**src/rtl/switch_out_arbiter.sv**
```systemverilog
// -----------------------------------------------------------------------------
// switch_out_arbiter
//
// Output-side scheduler for a 4-port packet switch. Each input requester offers
// a single-word packet (data + address). The low address bits pick the
// destination output. A round-robin arbiter per output picks one requester.
// A one-entry holding register per output presents the packet until the
// downstream receiver consumes it.
//
// Handshakes:
//   input side : a packet moves at a rising edge where req_valid[i] and
//                req_ready[i] are both 1. req_valid never depends on
//                req_ready. The requester holds data/addr stable until that
//                edge. req_ready is combinational.
//   output side: data_rdy[j] means the holding register is full. The packet is
//                consumed at an edge where data_rdy[j] and data_read[j] are
//                both 1. data_read[j] is ignored while data_rdy[j] is 0.
//
// Ports:
//   clk        in   clock, rising edge
//   rst_n      in   asynchronous active-low reset
//   req_valid  in   [NPORTS]      input i holds a packet
//   req_data   in   [NPORTS*DW]   input i data at [i*DW +: DW]
//   req_addr   in   [NPORTS*AW]   input i address; [1:0] = destination
//   req_ready  out  [NPORTS]      grant to input i (combinational)
//   data_out   out  [NPORTS*DW]   output j held data
//   addr_out   out  [NPORTS*AW]   output j held address
//   data_rdy   out  [NPORTS]      output j holding register full
//   data_read  in   [NPORTS]      receiver j consumes the held packet
// -----------------------------------------------------------------------------
module switch_out_arbiter #(
    parameter int NPORTS = 4,
    parameter int DW     = 16,
    parameter int AW     = 16
) (
    input  logic                 clk,
    input  logic                 rst_n,
    input  logic [NPORTS-1:0]    req_valid,
    input  logic [NPORTS*DW-1:0] req_data,
    input  logic [NPORTS*AW-1:0] req_addr,
    output logic [NPORTS-1:0]    req_ready,
    output logic [NPORTS*DW-1:0] data_out,
    output logic [NPORTS*AW-1:0] addr_out,
    output logic [NPORTS-1:0]    data_rdy,
    input  logic [NPORTS-1:0]    data_read
);

    localparam int PW = $clog2(NPORTS);

    // Unpacked views of the flat input buses
    logic [DW-1:0]     w_in_data [NPORTS];
    logic [AW-1:0]     w_in_addr [NPORTS];
    logic [PW-1:0]     w_dest    [NPORTS];

    // Per-output arbitration results
    logic [NPORTS-1:0] w_req     [NPORTS];
    logic [PW-1:0]     w_src     [NPORTS];
    logic [NPORTS-1:0] w_found;
    logic [NPORTS-1:0] w_load;

    // Holding registers and round-robin pointers
    logic [NPORTS-1:0] r_rdy;
    logic [PW-1:0]     r_ptr     [NPORTS];
    logic [DW-1:0]     r_data    [NPORTS];
    logic [AW-1:0]     r_addr    [NPORTS];

    for (genvar i = 0; i < NPORTS; i++) begin : g_unpack
        assign w_in_data[i] = req_data[i*DW +: DW];
        assign w_in_addr[i] = req_addr[i*AW +: AW];
        assign w_dest[i]    = req_addr[i*AW +: PW];
        assign data_out[i*DW +: DW] = r_data[i];
        assign addr_out[i*AW +: AW] = r_addr[i];
    end

    assign data_rdy = r_rdy;

    // Round-robin pick: the set bit closest to ptr going upward (with wrap).
    // Scanning offsets from the far end down lets the nearest one win last.
    // Wrap relies on NPORTS being a power of two (PW-bit addition).
    function automatic logic [PW:0] rr_pick(input logic [NPORTS-1:0] req,
                                            input logic [PW-1:0]     ptr);
        logic [PW:0]   res;
        logic [PW-1:0] idx;
        res = '0;
        for (int k = NPORTS - 1; k >= 0; k--) begin
            idx = ptr + PW'(k);
            if (req[idx]) begin
                res = {1'b1, idx};
            end
        end
        return res;
    endfunction

    always_comb begin
        req_ready = '0;
        w_load    = '0;
        w_found   = '0;
        for (int j = 0; j < NPORTS; j++) begin
            w_req[j] = '0;
            w_src[j] = '0;
            for (int i = 0; i < NPORTS; i++) begin
                w_req[j][i] = req_valid[i] & (w_dest[i] == PW'(j));
            end
            {w_found[j], w_src[j]} = rr_pick(w_req[j], r_ptr[j]);
            // Free when empty or draining this edge. rst_n masks grants so
            // req_ready drops as soon as reset asserts.
            w_load[j] = rst_n & w_found[j] & (~r_rdy[j] | data_read[j]);
            if (w_load[j]) begin
                req_ready[w_src[j]] = 1'b1;
            end
        end
    end

    always_ff @(posedge clk or negedge rst_n) begin
        if (!rst_n) begin
            r_rdy <= '0;
            for (int j = 0; j < NPORTS; j++) begin
                r_ptr[j]  <= '0;
                r_data[j] <= '0;
                r_addr[j] <= '0;
            end
        end else begin
            for (int j = 0; j < NPORTS; j++) begin
                if (w_load[j]) begin
                    // Load wins over drain: back-to-back keeps data_rdy high.
                    r_data[j] <= w_in_data[w_src[j]];
                    r_addr[j] <= w_in_addr[w_src[j]];
                    r_rdy[j]  <= 1'b1;
                    r_ptr[j]  <= w_src[j] + PW'(1);
                end else if (data_read[j]) begin
                    // Data/address deliberately kept; only the full flag clears.
                    r_rdy[j] <= 1'b0;
                end
            end
        end
    end

endmodule

```
**config.mk**
```make
export PLATFORM = sky130hd
export DESIGN_NAME = switch_out_arbiter
export DESIGN_NICKNAME = d
export VERILOG_FILES = /design/src/rtl/switch_out_arbiter.sv
export SDC_FILE = /design/constraint.sdc
export NUM_CORES = 1
export LEC_CHECK = 0
export BUFFER_PORTS_ARGS = -buffer_cell sky130_fd_sc_hd__buf_2
export CAP_MARGIN = 0
export CORE_MARGIN = 2
export CORE_UTILIZATION = 39
export CTS_CLUSTER_SIZE = 12
export DETAILED_ROUTE_END_ITERATION = 8
export GPL_TIMING_DRIVEN = 0
export PLACE_DENSITY = 0.63
export SLEW_MARGIN = 20
export SYNTH_ARGS = -nofsm -noshare
export SYNTH_HDL_FRONTEND = slang
export SYNTH_SLANG_ARGS = --single-unit
```
**constraint.sdc**
```tcl
create_clock -name clk -period 6.4 [get_ports clk]
set_input_delay 0.96 -clock clk [delete_from_list [all_inputs] [get_ports clk]]
set_output_delay 0.96 -clock clk [all_outputs]
set_load 0.005 [all_outputs]
```
==> results of run 1 <==
==> how the worst max path moves through the flow <==
stage / slack, ns / end / cells past startpoint
detailed placement: 1.66 / req_ready[2] / 8
finish: 1.70 / req_ready[2] / 8
CTS: 1.65 / req_ready[2] / 8
floorplan: 2.91 / req_ready[0] / 7
global route: 1.44 / req_ready[2] / 8
global placement: -0.58 / req_ready[1] / 7
==> layout make-up <==
class	count	area (sq um)	share of cell area, %
Multi-Input combinational cell	836	5980	47.3
Sequential cell	140	3500	27.7
Timing Repair Buffer	274	1400	11.1
Buffer	136	577	4.56
Clock buffer	18	429	3.39
Tap cell	335	419	3.31
Clock inverter	14	185	1.46
Inverter	40	150	1.19
Antenna cell	1	2.50	0.0198
==> per-stage QoR <==
stage	setup TNS [ns]	cell area, sq um	total power [mW]	hold WS [ns]
floorplan	0	10200	1.83	0.458
global placement	-1.41	12000	2.40	0.443
global route	0	12700	3.66	0.465
finish	0	12700	3.52	0.438
CTS	0	12600	3.49	0.463
detailed placement	0	12000	2.42	0.449
==> critical path: stages <==
cell,delay [ns]
buf_8,0.36
buf_16,0.39
inv_1,0.09
a41oi_1,0.31
nand2_1,0.39
buf_1,0.37
o311ai_0,0.58
buf_2,0.22
==> kinds of logic (layout without fill, tap and decap cells) <==
logic type	count (synthesis)	count (layout)	share of synthesized area, %
other	0	1	0
multiplexers	92	92	9.05
AND/OR/NAND/NOR	360	360	19.3
adder cells (fa/ha/maj)	8	8	0.981
XOR/XNOR	1	1	0.0858
AO/OA/AOI/OAI	375	375	29.1
buffers and inverters	176	482	7.12
flip-flops	140	140	34.3
==> layout by cell type, fill, tap and decap left out, types with 32 or more instances in the layout <==
| master | netlist | layout |
|---|---|---|
| dfrtp_1 | 140 | 140 |
| a211oi_1 | 151 | 151 |
| inv_1 | 38 | 38 |
| mux2i_1 | 90 | 90 |
| or3_1 | 32 | 32 |
| buf_2 | 22 | 294 |
| a221oi_1 | 60 | 60 |
| nand3_1 | 34 | 34 |
| clkbuf_1 | 99 | 100 |
| a2111oi_0 | 60 | 60 |
| nor2_1 | 127 | 127 |
| and2_1 | 68 | 68 |
==> where the power goes <==
part	switching, mW	internal (mW)
logic	0.669	0.465
registers	0.181	1.12
clock network	0.455	0.623
==> state kept, by name (all words and copies together) (netlist names) <==
signal / cells
addr_out: 64
data_out: 64
r_ptr: 8
data_rdy: 4
==> per-layer routing <==
metal	track usage (%)	part of all wire (%)	wire length (um)
met1	45.0	41	19300
met5	0	0	0
met3	8.39	11	5010
met2	48.7	44	20700
met4	14.4	3.7	1740
==> results.py, run 1 <==
metrics = {
    "cts": {
        "cts_setup_buffers": 0,
        "cts_resized": 0,
        "clk_pin_slew_ns": 0.07,
        "h-tree-depth": 4,
        "cts_made_buffers": 17,
        "cts_sinks": 140,
        "clock_path_buffers": 2,
        "hold_buffers": 0,
        "clockRootBuffer": "clkbuf_16",
        "cts_tree": "built",
        "clk_latency_ns": 0.45,
    },
    "drt": {
        "wire_per_inst_um": 26.0,
        "firstDrtPassIters": 7,
        "routed_via_density": 6.55,
        "drt_iter0_drc": 1593,
        "antenna_left": 0,
        "drc": 0,
        "vias": 11800,
        "drt-total-wl_um": 46700,
    },
    "worst_setup_path": {
        "timing.rr.start": "r_ptr[7]",
        "worst-r2r-setup-slack_ns": 3.33,
        "cp_max_fo": 87,
        "cp.required_ns": 5.44,
        "r2r_end": "data_out[13]",
        "critPathCaptureType": "output pin",
        "cp.arrival_ns": 3.74,
        "crit_start": "rst_n",
        "ff2ff_path_depth": 9,
        "startpoint_type": "input port",
        "crit_type": "in -> out",
    },
    "timing": {
        "setup_ws_ns": 1.70,
        "fmax_mhz": 213,
        "finalCritPeriodShare_pct": 73.4,
        "rsz0062_at_grt": "false",
        "final-hold-violation-count": 0,
        "min_period_ns": 4.70,
        "slew_viol_final": 0,
        "finClkSkew_ns": 0.0122,
        "tightest_slew_ns": 0.924,
        "setup_viol": 0,
        "relSlewSlack_pct": 38.4,
    },
    "final_layout": {
        "area_delta_synth_final_pct": 24.0,
        "drive_gt1_share_pct": 24.3,
        "nNetsFinal": 1591,
        "instances_no_fill": 1794,
        "final_util_pct": 48.8,
        "fillers": 2528,
    },
    "pwr": {
        "powerDensity_mw_per_mm2": 278,
        "p_leak_nw": 5.46,
        "peakVddDrop_mv": 0.155,
    },
    "synthesis": {
        "synth.area.top_cells": "dfrtp_1, a211oi_1, mux2i_1",
        "synth_warnings": 0,
        "yosysTopAreaCell": "dfrtp_1",
        "synth_cells": 1152,
        "async_flop_share_pct": 100,
        "avgSynthCellArea_sq_um": 8.86,
        "synth-edff-count": 0,
        "synth.yosys.seq_area_share_pct": 34.3,
        "ys.flop_type": "dfrtp_1",
        "synthesis.nets": 1298,
        "ys_ff_latch": 140,
        "yosysTopAreaCellShare_pct": 34.3,
        "synthTopCellsByCount": "a211oi_1, dfrtp_1, nor2_1, clkbuf_1, mux2i_1",
        "syn_area_sq_mm": 0.0102,
        "ys_types": 63,
        "synth_most_common_cell": "a211oi_1",
    },
    "die": {
        "die_area_sq_mm": 0.0275,
        "io-pin-count": 274,
        "die_w_um": 166,
        "core_sq_mm": 0.0259,
        "fp-row-count": 59,
        "initial_core_util_pct": 39.4,
        "fp.dieH_um": 166,
    },
    "place": {
        "dp_hpwl_um": 32800,
        "dpl.cell_count": 1761,
        "pre_cts_ws_ns": 1.66,
        "io_buffers": 273,
        "gpl.final_weighted_congestion": 0.972,
    },
    "global_routing": {
        "grt_max_degree": 88,
        "grt_overflow": 0,
        "grt_usage_pct": 32.7,
        "grt_pass1_vias": 11400,
        "antenna_found_initial": 0,
        "grt_pass1_wl_um": 69500,
    },
    "hold_path": {
        "min-delay-path-class": "in -> async",
    },
    "job": {
        "drv_cap": 0,
    },
    "run_status": {
        "status": "finished clean",
    },
}
No activity file was read; power rests on OpenSTA's default activity.
==> run 2: changes to the inputs <==
- PLACE_DENSITY: 0.63 -> 0.66
- clock period: 6.4 -> 3.8 ns (I/O delays scaled with it)
==> results.py, run 2 (same netlist as run 1, synthesis figures left out) <==
metrics = {
    "cts": {
        "hold_buffers": 0,
        "clockRootBuffer": "clkbuf_16",
        "cts_sinks": 140,
        "clk_pin_slew_ns": 0.07,
        "cts_made_buffers": 17,
        "cts_tree": "built",
        "clk_latency_ns": 0.44,
        "clock_path_buffers": 2,
        "h-tree-depth": 4,
    },
    "drt": {
        "drt-total-wl_um": 46700,
        "routed_via_density": 6.60,
        "drt_iter0_drc": 1485,
        "drc": 0,
        "wire_per_inst_um": 26.1,
        "firstDrtPassIters": 6,
        "antenna_left": 0,
        "vias": 11800,
    },
    "pwr": {
        "power.share.clock_pct": 30.3,
        "seqPwrFrac_pct": 37.2,
        "switchingPower_mw": 2.18,
        "p_sw_share_pct": 37.0,
        "powerDensity_mw_per_mm2": 465,
        "p_leak_nw": 5.46,
        "p_int_mw": 3.72,
        "peakVddDrop_mv": 0.275,
        "pwr-share-comb_pct": 32.5,
        "power_mw": 5.90,
    },
    "worst_setup_path": {
        "startpoint_type": "flip-flop",
        "cpMaxStageDelayCell": "o221ai_2",
        "cp_max_fo": 10,
        "crit_type": "reg -> out",
        "critPathCaptureType": "output pin",
        "slowest_delay_ns": 0.51,
        "cp.arrival_ns": 3.08,
        "cp_common_cell": "clkbuf_1",
        "worstPathCellList": "buf_4, nor4bb_1, clkbuf_1, nor2_1, o221ai_2, clkbuf_1, nand3_1, o311ai_1, buf_2",
        "cp.required_ns": 3.23,
        "worst-r2r-setup-slack_ns": 0.83,
    },
    "global_routing": {
        "grt_pass1_wl_um": 70000,
        "grt_overflow": 0,
        "grt_pass1_vias": 11700,
        "grt_max_degree": 79,
        "grt_usage_pct": 32.7,
        "antenna_found_initial": 0,
    },
    "final_layout": {
        "layout_common_cells": "buf_2, a211oi_1, dfrtp_1, nor2_1, clkbuf_1",
        "final_cell_area_sq_mm": 0.0127,
        "final_util_pct": 48.9,
        "final_common_cell": "buf_2",
        "area_delta_synth_final_pct": 24.1,
        "nNetsFinal": 1592,
        "drive_gt1_share_pct": 24.3,
    },
    "timing": {
        "setup_ws_ns": 0.153,
        "min_period_ns": 3.65,
        "finalCritPeriodShare_pct": 96.0,
        "relSlewSlack_pct": 40.8,
        "final-hold-violation-count": 0,
        "slew_viol_final": 0,
        "rsz0062_at_grt": "false",
        "tightest_slew_ns": 0.876,
        "setup_viol": 0,
        "fmax_mhz": 274,
        "finClkSkew_ns": 0.00970,
    },
    "die": {
        "die_w_um": 166,
        "core_sq_mm": 0.0259,
        "io-pin-count": 274,
        "fp.dieH_um": 166,
        "fp-row-count": 59,
        "initial_core_util_pct": 39.4,
        "die_area_sq_mm": 0.0275,
    },
    "place": {
        "io_buffers": 273,
        "postPlaceCellArea_sq_mm": 0.0120,
        "gpl.final_weighted_congestion": 0.997,
        "pre_cts_ws_ns": -0.252,
        "dp_hpwl_um": 32900,
    },
    "run_status": {
        "status": "finished clean",
    },
    "job": {
        "drv_cap": 0,
    },
    "hold_path": {
        "min-delay-path-class": "in -> async",
    },
}
## run 2: changes by cell type in the layout (fill, tap and decap cells not counted), sizes merged
cell	previous run	this run
clkinvlp	0	3
clkinv	6	4
inv	45	43
clkbuf	118	119
## run 2: power groups by stage
stage	registers [mW]	logic (mW)	clock network [mW]
final	2.19	1.92	1.79
after floorplan	2.16	0.914	0
after CTS	2.17	1.88	1.78
after global routing	2.22	2.07	1.85
after global placement	2.20	1.83	0
after detailed placement	2.20	1.87	0
## run 2: metal layers
metal | part of all wire [%] | vias to the layer above | wire, um | GRT usage, %
li1 | - | 5106 | - | -
met1 | 41 | 5747 | 19100 | 44.3
met2 | 44 | 861 | 20600 | 49.7
met3 | 11 | 135 | 5210 | 8.27
met4 | 4.1 | 0 | 1900 | 14.1
met5 | 0 | - | 0 | 0
## run 2: timing repair
action,4_1_cts,5_1_grt
gates cloned,0,1
setup endpoints to repair,1,3
buffers inserted,0,0
gates resized for setup,2,1
## run 2: stage by stage
stage | hold slack (ns) | cells | setup TNS [ns]
floorplan | 0.274 | 1152 | 0
global placement | 0.442 | 1760 | -243.85
detailed placement | 0.453 | 1761 | -0.252
CTS | 0.0372 | 1792 | 0
global route | 0.0489 | 1793 | 0
finish | 0.0148 | 1794 | 0
## run 2: layout make-up
class                      instances  area, sq um
antenna                            1         2.50
multi-input combinational        836         5990
timing repair buffer             275         1430
inverter                          40          150
clock buffer                      18          429
sequential                       140         3500
buffer                           136          577
tap                              335          419
fill                            2528        13200
clock inverter                    13          166
## run 2: path summary, 6_finish.rpt
path                       cells after the start           end          from
max                                            9  req_ready[2]      r_ptr[7]
min                                            1  data_out[26]         rst_n
max reg2reg                                    9  data_out[13]      r_ptr[7]
min reg2reg                                    1  addr_out[33]  addr_out[33]
max in group asynchronous                      2  data_out[12]         rst_n
min in group clk                               3   data_rdy[3]  data_read[3]
## run 2: critical path: cells and delay by family (launching register included)
kind                   cells  cell delay, ns
AOI/OAI and AO/OA          2            0.66
buffers and inverters      4            1.18
DFF                        1            0.32
and+or+nand+nor            3            0.49
